File: config.mk
export PLATFORM = sky130hd
export DESIGN_NAME = viterbi_err_channel
export DESIGN_NICKNAME = d
export VERILOG_FILES = /design/src/rtl/viterbi_chan_pkg.sv /design/src/rtl/lfsr16.sv /design/src/rtl/viterbi_err_channel.sv
export SDC_FILE = /design/constraint.sdc
export NUM_CORES = 1
export LEC_CHECK = 0
export ABC_AREA = 1
export BUFFER_PORTS_ARGS = -buffer_cell sky130_fd_sc_hd__clkbuf_2
export CAP_MARGIN = 20
export CORE_AREA = 4 4 125 127
export CTS_CLUSTER_DIAMETER = 50
export DETAILED_ROUTE_END_ITERATION = 8
export DIE_AREA = 0 0 129 131
export PLACE_DENSITY = 0.77
export SLEW_MARGIN = 20
export SYNTH_ARGS = -nofsm -noshare
export SYNTH_HDL_FRONTEND = slang
export SYNTH_SLANG_ARGS = --single-unit
File: constraint.sdc
create_clock -name clk -period 12.5 [get_ports clk]
set_input_delay 0.625 -clock clk [delete_from_list [all_inputs] [get_ports clk]]
set_output_delay 0.625 -clock clk [all_outputs]
set_load 0.01 [all_outputs]
File: src/rtl/viterbi_chan_pkg.sv
// Shared types, constants and helpers for the Viterbi error-injection channel.
// popcount covers masks up to 32 bits wide.
package viterbi_chan_pkg;

   typedef enum logic [1:0] {
      MODE_OFF      = 2'd0,
      MODE_PERIODIC = 2'd1,
      MODE_BURST    = 2'd2,
      MODE_RANDOM   = 2'd3
   } chan_mode_e;

   typedef enum logic [1:0] {
      S_OFF   = 2'd0,
      S_GAP   = 2'd1,
      S_BURST = 2'd2,
      S_RAND  = 2'd3
   } chan_state_e;

   localparam logic [15:0] LFSR_TAPS = 16'hB400;

   function automatic logic [5:0] popcount(input logic [31:0] v);
      logic [5:0] n;
      n = '0;
      for (int i = 0; i < 32; i++) begin
         n = n + {5'd0, v[i]};
      end
      return n;
   endfunction

   // State the FSM (re)enters whenever the selected mode changes.
   function automatic chan_state_e entry_state(input chan_mode_e m);
      chan_state_e s;
      case (m)
         MODE_PERIODIC, MODE_BURST: s = S_GAP;
         MODE_RANDOM:               s = S_RAND;
         default:                   s = S_OFF;
      endcase
      return s;
   endfunction

endpackage

File: src/rtl/lfsr16.sv
// 16-bit right-shifting Galois LFSR; advances one step per cycle while en_i is high.
module lfsr16
   import viterbi_chan_pkg::*;
#(
   parameter logic [15:0] SEED = 16'hACE1
) (
   input  logic        clk,
   input  logic        rst,
   input  logic        en_i,
   output logic [15:0] state_o
);

   logic [15:0] lfsr_q;
   logic [15:0] lfsr_d;

   always_comb begin
      lfsr_d = lfsr_q;
      if (en_i) begin
         lfsr_d = {1'b0, lfsr_q[15:1]} ^ (lfsr_q[0] ? LFSR_TAPS : 16'h0000);
      end
   end

   always_ff @(posedge clk or negedge rst) begin
      if (!rst) begin
         lfsr_q <= SEED;
      end else begin
         lfsr_q <= lfsr_d;
      end
   end

   assign state_o = lfsr_q;

endmodule

File: src/rtl/viterbi_err_channel.sv
// Error-injecting channel between a convolutional encoder and a Viterbi decoder:
// one register stage that XORs cfg_mask_i onto periodically, burst- or LFSR-selected symbols.
module viterbi_err_channel
   import viterbi_chan_pkg::*;
#(
   parameter int unsigned W      = 2,
   parameter int unsigned CNT_W  = 16,
   parameter int unsigned STAT_W = 32,
   parameter logic [15:0] SEED   = 16'hACE1
) (
   input  logic              clk,
   input  logic              rst,
   input  logic [1:0]        cfg_mode_i,
   input  logic [CNT_W-1:0]  cfg_period_i,
   input  logic [3:0]        cfg_burst_i,
   input  logic [7:0]        cfg_thresh_i,
   input  logic [W-1:0]      cfg_mask_i,
   input  logic              clr_stats_i,
   input  logic              valid_i,
   input  logic [W-1:0]      sym_i,
   output logic              valid_o,
   output logic [W-1:0]      sym_o,
   output logic              err_o,
   output logic [STAT_W-1:0] sym_ct_o,
   output logic [STAT_W-1:0] bit_err_ct_o,
   output chan_state_e       dbg_state_o,
   output logic [15:0]       dbg_lfsr_o
);

   // Handshake: valid_i qualifies sym_i for exactly one cycle and there is no backpressure;
   // valid_o/sym_o/err_o follow one cycle later, and sym_o/err_o hold while valid_o is low.

   chan_state_e       state_q, state_d, cur_state;
   chan_mode_e        mode_q, mode_d, mode_in;
   logic [CNT_W-1:0]  phase_q, phase_d, cur_phase;
   logic [3:0]        burst_left_q, burst_left_d;
   logic [3:0]        burst_eff;
   logic [CNT_W-1:0]  burst_ext;
   logic              mode_chg;
   logic              hit;
   logic              lfsr_en;
   logic [15:0]       lfsr_state;

   logic              valid_o_q, valid_o_d;
   logic [W-1:0]      sym_o_q, sym_o_d;
   logic              err_o_q, err_o_d;
   logic [STAT_W-1:0] sym_ct_q, sym_ct_d;
   logic [STAT_W-1:0] bit_err_ct_q, bit_err_ct_d;
   logic [STAT_W-1:0] flips;
   logic [STAT_W:0]   sym_sum, bit_sum;

   lfsr16 #(.SEED(SEED)) u_lfsr (
      .clk     (clk),
      .rst     (rst),
      .en_i    (lfsr_en),
      .state_o (lfsr_state)
   );

   // Next-state logic; a mode change is applied to the very symbol that carries it.
   always_comb begin
      mode_in   = chan_mode_e'(cfg_mode_i);
      mode_chg  = (mode_in != mode_q);
      burst_eff = (cfg_burst_i == 4'd0) ? 4'd1 : cfg_burst_i;
      burst_ext = CNT_W'(burst_eff);
      cur_state = mode_chg ? entry_state(mode_in) : state_q;
      cur_phase = mode_chg ? '0 : phase_q;

      state_d      = state_q;
      mode_d       = mode_q;
      phase_d      = phase_q;
      burst_left_d = burst_left_q;
      hit          = 1'b0;
      lfsr_en      = 1'b0;

      if (valid_i) begin
         mode_d  = mode_in;
         state_d = cur_state;
         phase_d = cur_phase;
         if (mode_chg) begin
            burst_left_d = '0;
         end
         case (cur_state)
            S_OFF: begin
               phase_d = '0;
            end
            S_GAP: begin
               if (cfg_period_i == '0) begin
                  phase_d = '0;
               end else if (mode_in == MODE_BURST && burst_ext >= cfg_period_i) begin
                  hit     = 1'b1;
                  phase_d = '0;
               end else if (cur_phase >= cfg_period_i - CNT_W'(1)) begin
                  hit     = 1'b1;
                  phase_d = '0;
                  if (mode_in == MODE_BURST && burst_eff > 4'd1) begin
                     state_d      = S_BURST;
                     burst_left_d = burst_eff - 4'd1;
                  end
               end else begin
                  phase_d = cur_phase + CNT_W'(1);
               end
            end
            S_BURST: begin
               // Phase keeps counting through the burst so the period stays aligned.
               hit     = 1'b1;
               phase_d = cur_phase + CNT_W'(1);
               if (burst_left_q <= 4'd1) begin
                  state_d      = S_GAP;
                  burst_left_d = '0;
               end else begin
                  burst_left_d = burst_left_q - 4'd1;
               end
            end
            S_RAND: begin
               lfsr_en = 1'b1;
               hit     = (lfsr_state[7:0] < cfg_thresh_i);
               phase_d = '0;
            end
            default: begin
               state_d = S_OFF;
            end
         endcase
      end
   end

   always_ff @(posedge clk or negedge rst) begin
      if (!rst) begin
         state_q      <= S_OFF;
         mode_q       <= MODE_OFF;
         phase_q      <= '0;
         burst_left_q <= '0;
      end else begin
         state_q      <= state_d;
         mode_q       <= mode_d;
         phase_q      <= phase_d;
         burst_left_q <= burst_left_d;
      end
   end

   // Output stage and saturating statistics; a clear beats a same-cycle count.
   always_comb begin
      valid_o_d    = valid_i;
      sym_o_d      = sym_o_q;
      err_o_d      = err_o_q;
      sym_ct_d     = sym_ct_q;
      bit_err_ct_d = bit_err_ct_q;
      flips        = hit ? STAT_W'(popcount(32'(cfg_mask_i))) : '0;
      sym_sum      = {1'b0, sym_ct_q} + (STAT_W+1)'(1);
      bit_sum      = {1'b0, bit_err_ct_q} + {1'b0, flips};

      if (valid_i) begin
         sym_o_d = sym_i ^ (hit ? cfg_mask_i : '0);
         err_o_d = hit;
      end

      if (clr_stats_i) begin
         sym_ct_d     = '0;
         bit_err_ct_d = '0;
      end else if (valid_i) begin
         sym_ct_d     = sym_sum[STAT_W] ? '1 : sym_sum[STAT_W-1:0];
         bit_err_ct_d = bit_sum[STAT_W] ? '1 : bit_sum[STAT_W-1:0];
      end
   end

   always_ff @(posedge clk or negedge rst) begin
      if (!rst) begin
         valid_o_q    <= 1'b0;
         sym_o_q      <= '0;
         err_o_q      <= 1'b0;
         sym_ct_q     <= '0;
         bit_err_ct_q <= '0;
      end else begin
         valid_o_q    <= valid_o_d;
         sym_o_q      <= sym_o_d;
         err_o_q      <= err_o_d;
         sym_ct_q     <= sym_ct_d;
         bit_err_ct_q <= bit_err_ct_d;
      end
   end

   assign valid_o      = valid_o_q;
   assign sym_o        = sym_o_q;
   assign err_o        = err_o_q;
   assign sym_ct_o     = sym_ct_q;
   assign bit_err_ct_o = bit_err_ct_q;
   assign dbg_state_o  = state_q;
   assign dbg_lfsr_o   = lfsr_state;

endmodule

# Word-level counts from Yosys, hierarchy flattened
# Index checks and enable logic that the tools add are counted.
# Widths: inputs -> output; s select.
dict set report word_totals {
  regBits 108
  latchBits 0
  ramBits 0
  mem_bits_ro 0
  in_bits 38
  output_inout_bits 86
  elab_cells 76
  mem_count 0
}
dict set report op_classes {
  add_sub_neg 7
  mul 0
  div_mod_pow 0
  n_lt_le_gt_ge 5
  n_eq_ne 7
  n_shift 0
  muxes 37
  bitwise_logic 2
  n_reduce_logical 8
}
# operator count
set op_table {}
lappend op_table {{$mux 32} 6}
lappend op_table {{$mux 16} 5}
lappend op_table {{$pmux 16 s3} 1}
lappend op_table {{$add 32x1->33 const B} 1}
lappend op_table {{$add 32x2->33} 1}
lappend op_table {{$mux 4} 7}
lappend op_table {{$add 16x1->16 const B} 1}
lappend op_table {{$ge 16x16->1} 1}
lappend op_table {{$ge 4x16->1} 1}
lappend op_table {{$logic_not 16->1} 1}
lappend op_table {{$mux 2} 8}
lappend op_table {{$sub 16x1->16 const B} 1}
lappend op_table {{$xor 15x16->16} 1}
lappend op_table {{$eq 2x2->1 const B} 4}
lappend op_table {{$lt 8x8->1} 1}
lappend op_table {{$pmux 2 s2} 2}
lappend op_table {{$pmux 4 s2} 1}
lappend op_table {{$sub 4x1->4 const B} 2}
lappend op_table {{$mux 1} 6}
lappend op_table {{$eq 2x1->1 const B} 2}
lappend op_table {{$gt 4x1->1 const B} 1}
lappend op_table {{$le 4x1->1 const B} 1}
lappend op_table {{$logic_not 4->1} 1}
lappend op_table {{$reduce_or 2->1} 2}
lappend op_table {{7 further kinds} 8}

# Depth between registers and ports, before layout
dict set report logic_depth {
  depth_word 13
  depth_mapped 34
  ltp_nobuf 34
}

# Modules after synthesis
# From an unflattened synthesis, not the netlist that was laid out.
dict set report unflattened {
  cells_unflattened 1125
  hier_area_um2 8055.2
}
# mod instances cells_each area_per_inst_um2 seq_area_each_um2
set by_module_without_submodules {}
lappend by_module_without_submodules {viterbi_err_channel 1 1051 7383.3 2302.2}
lappend by_module_without_submodules {lfsr16 1 74 671.9 410.4}

# Least setup slack after synthesis
# OpenSTA, ideal clock, no wires.
dict set report synth_timing {
  path_type {input to register}
  from {input cfg_period_i[0]}
  to {register bit_err_ct_q[30] (netlist: bit_err_ct_o[30])}
  setup_time_ps 130
  arrival_time_ps 4883
  t_required_ps 12370
  slack_ps 7487
  stages 33
  path_buffers 0
  path_cell_list {inv_1 > nand3_1 > nor3_1 > nand2_1 > nor2_1 > inv_1 > nor3_1 > nor3b_1 > xor2_1 > inv_1 > ha_1 > nand2_1 > nor4_1 > nand2_1 > nand3_1 > nand2_1 > nand2_1 > nand2_1 > nor2_1 > ha_1 > inv_1 > fa_1 > nand3b_4 > nor3_4 > nand2_2 > nor2_4 > nand2_4 > nor2_1 > nand2_1 > o21ai_0 > nand3_1 > nand2_1 > o21ai_0}
}
dict set report synth_via {
  elab_chain_len 12
  elab_cells_between_ends 15
  classes_between {2 x add/sub; 2 x order compare; 9 x mux; 2 x reduce/logical}
}
# item line
set synth_lines {}
lappend synth_lines {{start, declared} viterbi_err_channel.sv:14} ;# input logic [CNT_W-1:0] cfg_period_i,
lappend synth_lines {{$sub 16x1->16} viterbi_err_channel.sv:92} ;# end else if (cur_phase >= cfg_period_i - CNT_W'(1)) begin
lappend synth_lines {{$ge 16x16->1} viterbi_err_channel.sv:92}
lappend synth_lines {{$mux 1} viterbi_err_channel.sv:92}
lappend synth_lines {{$mux 1} viterbi_err_channel.sv:89} ;# end else if (mode_in == MODE_BURST && burst_ext >= cfg_period_i) begin
lappend synth_lines {{$mux 1 (*)} viterbi_err_channel.sv:87} ;# if (cfg_period_i == '0) begin
lappend synth_lines {{$pmux 1 s3 (*)} viterbi_err_channel.sv:82} ;# case (cur_state)
lappend synth_lines {{$mux 1 (*)} viterbi_err_channel.sv:75} ;# if (valid_i) begin
lappend synth_lines {{$mux 2 (*)} viterbi_err_channel.sv:147} ;# flips = hit ? STAT_W'(popcount(32'(cfg_mask_i))) : '0;
lappend synth_lines {{$add 32x2->33 (*)} viterbi_err_channel.sv:149} ;# bit_sum = {1'b0, bit_err_ct_q} + {1'b0, flips};
lappend synth_lines {{$mux 32 (*)} viterbi_err_channel.sv:161} ;# bit_err_ct_d = bit_sum[STAT_W] ? '1 : bit_sum[STAT_W-1:0];
lappend synth_lines {{$mux 32 (*)} viterbi_err_channel.sv:159} ;# end else if (valid_i) begin
lappend synth_lines {{$mux 32 (*)} viterbi_err_channel.sv:156} ;# if (clr_stats_i) begin
lappend synth_lines {{end signal, assigned} viterbi_err_channel.sv:177} ;# bit_err_ct_q <= bit_err_ct_d;
lappend synth_lines {{end, declared} viterbi_err_channel.sv:48} ;# logic [STAT_W-1:0] bit_err_ct_q, bit_err_ct_d;
# Every way passes the cells marked *; elsewhere a longest branch is shown, timed or not. The select of a mux whose other input is x is not followed.
# A chain may end at the register's enable or synchronous reset.

# Worst setup path after layout
dict set report layout_timing {
  from {input cfg_period_i[0]}
  to {register bit_err_ct_q[22] (netlist: bit_err_ct_o[22])}
}
# The elaborated chain is that of the path after synthesis.

==> reports/summary.txt <==
Area Overhead vs Synth = 13.2%
RSZ-0062 raised after global routing = no
Avg Synthesized Cell Area = 7.02 um2
GRT Util Overall = 24.3%
H-tree depth = 3
post-detail-place hpwl = 15300 um
post-CTS setup buffer count = 0
Setup crit end kind = flip-flop
XOR/XNOR Fraction of Synth Area = 6.64%
layout cells sized above 1 = 15.1%
CTS Sinks = 108
commonest non-fill, non-tap cell in the layout = nand2_1
initial core utilization = 54.9%
die area = 16900 um2
Antenna Nets Post-Route = 0
Die H = 131 um
kind of critical path = primary input to flip-flop
CP max FO = 14
Final Skew = 0.00788 ns
fmax = 0.180 GHz
Synth Net Count = 1207
Die Wd = 129 um
worst skew pair latency = 0.36 ns
drt initial violations = 759
Distinct cells, synth = 45
Pleak = 4.37 nW
fin area = 8960 um2
slew of the pin with the lowest slew margin = 0.910 ns
Tmin final = 5.55 ns
yosys warns = 0
GRT overflow = 0
initial antenna violation count = 0
status = complete, no violations
CTS Root Cell = clkbuf_16
global-route wire length before repair = 33800 um
Worst-path clk slew = 0.07 ns
setup_tns = 0 ns
Post-synth ARST share = 100%
critical path's largest stage delay = 0.60 ns
Resize count post-CTS = 0
final hold vios = 0
CTS tree = built
pin count of the biggest net entering global routing = 71
reg-to-reg slack, setup = 7.16 ns
number of vias in the routed layout = 7783
final max-slew violation count = 0
largest family of logic cells by synthesized area = simple AND/OR/NAND/NOR gates
Rel. slew slack = 39.3%
synthesized instance count = 1127
EDFF count, synth = 0
crit path DAT = 5.81 ns
residual DRC count = 0
Seq/Total Area, Yosys = 34.3%
Top Ports = 124
drt via density = 5.45
Crit path required time = 12.76 ns
Final period util = 44.4%
diodes inserted = 0
most frequent cells in the layout = nand2_1 (272), inv_1 (164), clkbuf_2 (122)
port bufs = 123
CTS Buf Count = 9
vias in the first global route = 7035
worst min-delay path class = primary input to async pin
#FFs+latches synth = 108
Cell Area, Synth = 7920 um2
WL per Instance = 14.3 um
filler instances = 1347
mux contribution to synthesized area = 0.284%
ys flop type = dfrtp_1
r2r startpoint = mode_q[0]
DP Area = 8680 um2
slowest CP cell = nand4_1
Max-Cap Viols = 0
gp weighted congestion = 0.956
Synth Area in Simple Gates = 30.9%
hold_buf cts = 0
final setup vio count = 0
R2R cell count = 25
Synth Area in Compound Gates = 11.9%
P per Cell Area = 103 nW/um2
Total Nets Final = 1318
Synth Area in Adders = 6.73%
crit-path most repeated cell = nand2_1
IR drop worst, VDD = 68.9 uV
Worst setup SP type = primary input
row cnt = 44
DR pass1 iterations = 7
R2R Path End = bit_err_ct_o[22]
core area = 14400 um2
CTS max path bufs = 2
final wirelength = 20400 um
-- sequential cells by signal, indices dropped and copies added (netlist names) --
name	flops
bit_err_ct_o	32
sym_ct_o	32
phase_q	16
u_lfsr.state_o	16
burst_left_q	4
dbg_state_o	2
mode_q	2
sym_o	2
err_o	1
valid_o	1
-- per-layer routing --
layer	up-vias	share of wire, %	GRT usage (%)
met4	0	1.3	6.49
met5	-	0	0
met3	28	6.8	3.58
li1	3877	-	-
met2	297	45	38.3
met1	3581	46	35.2
-- Yosys cell counts (2+ instances only) --
cell | number | area [um2]
o22ai_1 | 12 | 75.1
nand3_2 | 3 | 30.0
nand4_1 | 21 | 131
nand3_1 | 69 | 345
nor3b_1 | 2 | 15.0
nand2_2 | 2 | 12.5
nor2_2 | 8 | 50.1
inv_1 | 164 | 616
o21ai_0 | 118 | 591
nor3_4 | 3 | 48.8
nor2_1 | 98 | 368
a21o_1 | 2 | 15.0
clkbuf_1 | 22 | 82.6
buf_2 | 2 | 10.0
or2_2 | 7 | 43.8
nand2_1 | 272 | 1020
nor3_1 | 38 | 190
dfrtp_1 | 100 | 2500
buf_6 | 2 | 22.5
ha_1 | 41 | 513
a31oi_1 | 5 | 31.3
dfstp_2 | 8 | 210
nor2_4 | 5 | 56.3
xor2_1 | 42 | 368
nor4_1 | 10 | 62.6
o21ai_1 | 6 | 30.0
xnor2_1 | 18 | 158
mux2_2 | 2 | 22.5
a21oi_1 | 29 | 145
-- how the worst max path moves through the flow --
stage / start / end / slack [ns] / cells after the start
finish: cfg_period_i[0] / bit_err_ct_o[22] / 6.95 / 31
global route: cfg_period_i[2] / bit_err_ct_o[22] / 6.35 / 31
CTS: cfg_period_i[0] / bit_err_ct_o[22] / 7.01 / 31
detailed placement: cfg_period_i[0] / bit_err_ct_o[27] / 6.70 / 31
global placement: cfg_period_i[0] / bit_err_ct_o[30] / 6.85 / 31
floorplan: cfg_period_i[0] / bit_err_ct_o[30] / 7.49 / 33
-- per-stage QoR --
step | total power, mW | utilization [%] | hold slack (ns) | worst slack [ns] | cells
2_1_floorplan | 0.570 | - | 0.329 | 7.49 | 1127
3_3_place_gp | 0.648 | 60.2 | 0.467 | 6.85 | 1411
3_5_place_dp | 0.652 | 60.2 | 0.475 | 6.70 | 1411
4_1_cts | 0.929 | 62.1 | 0.253 | 7.01 | 1427
5_1_grt | 0.982 | 62.1 | 0.265 | 6.35 | 1427
6_report | 0.920 | 62.1 | 0.239 | 6.95 | 1427
-- worst max-delay path: cells and delay by family --
family / cells / cell delay [ns]
buf+inv: 6 / 0.44
compound gates: 2 / 0.41
xor+xnor: 1 / 0.18
fa+ha+maj: 3 / 0.89
simple gates: 19 / 3.23
-- final cells by class --
cell class | instances | area [um2] | share of cell area [%]
clock buffers | 12 | 256 | 2.86
flip-flops and latches | 108 | 2710 | 30.3
multi-input cells | 827 | 4470 | 49.9
inverters | 165 | 619 | 6.91
clock inverters | 4 | 23.8 | 0.265
well taps | 184 | 230 | 2.57
repair buffers | 127 | 648 | 7.23
-- cells by family after synthesis --
kind of cell	after synthesis
and+or+nand+nor	544
DFF	108
adders and majority gates	42
xor gates and xnor gates	60
AOI/OAI and AO/OA	179
muxes	2
buffers and inverters	192
-- where the power goes --
group	internal [mW]	switching [mW]
Sequential	0.395	0.0360
Combinational	0.0837	0.129
Clock	0.146	0.131
Note: power is estimated with default switching activity, not from simulation.
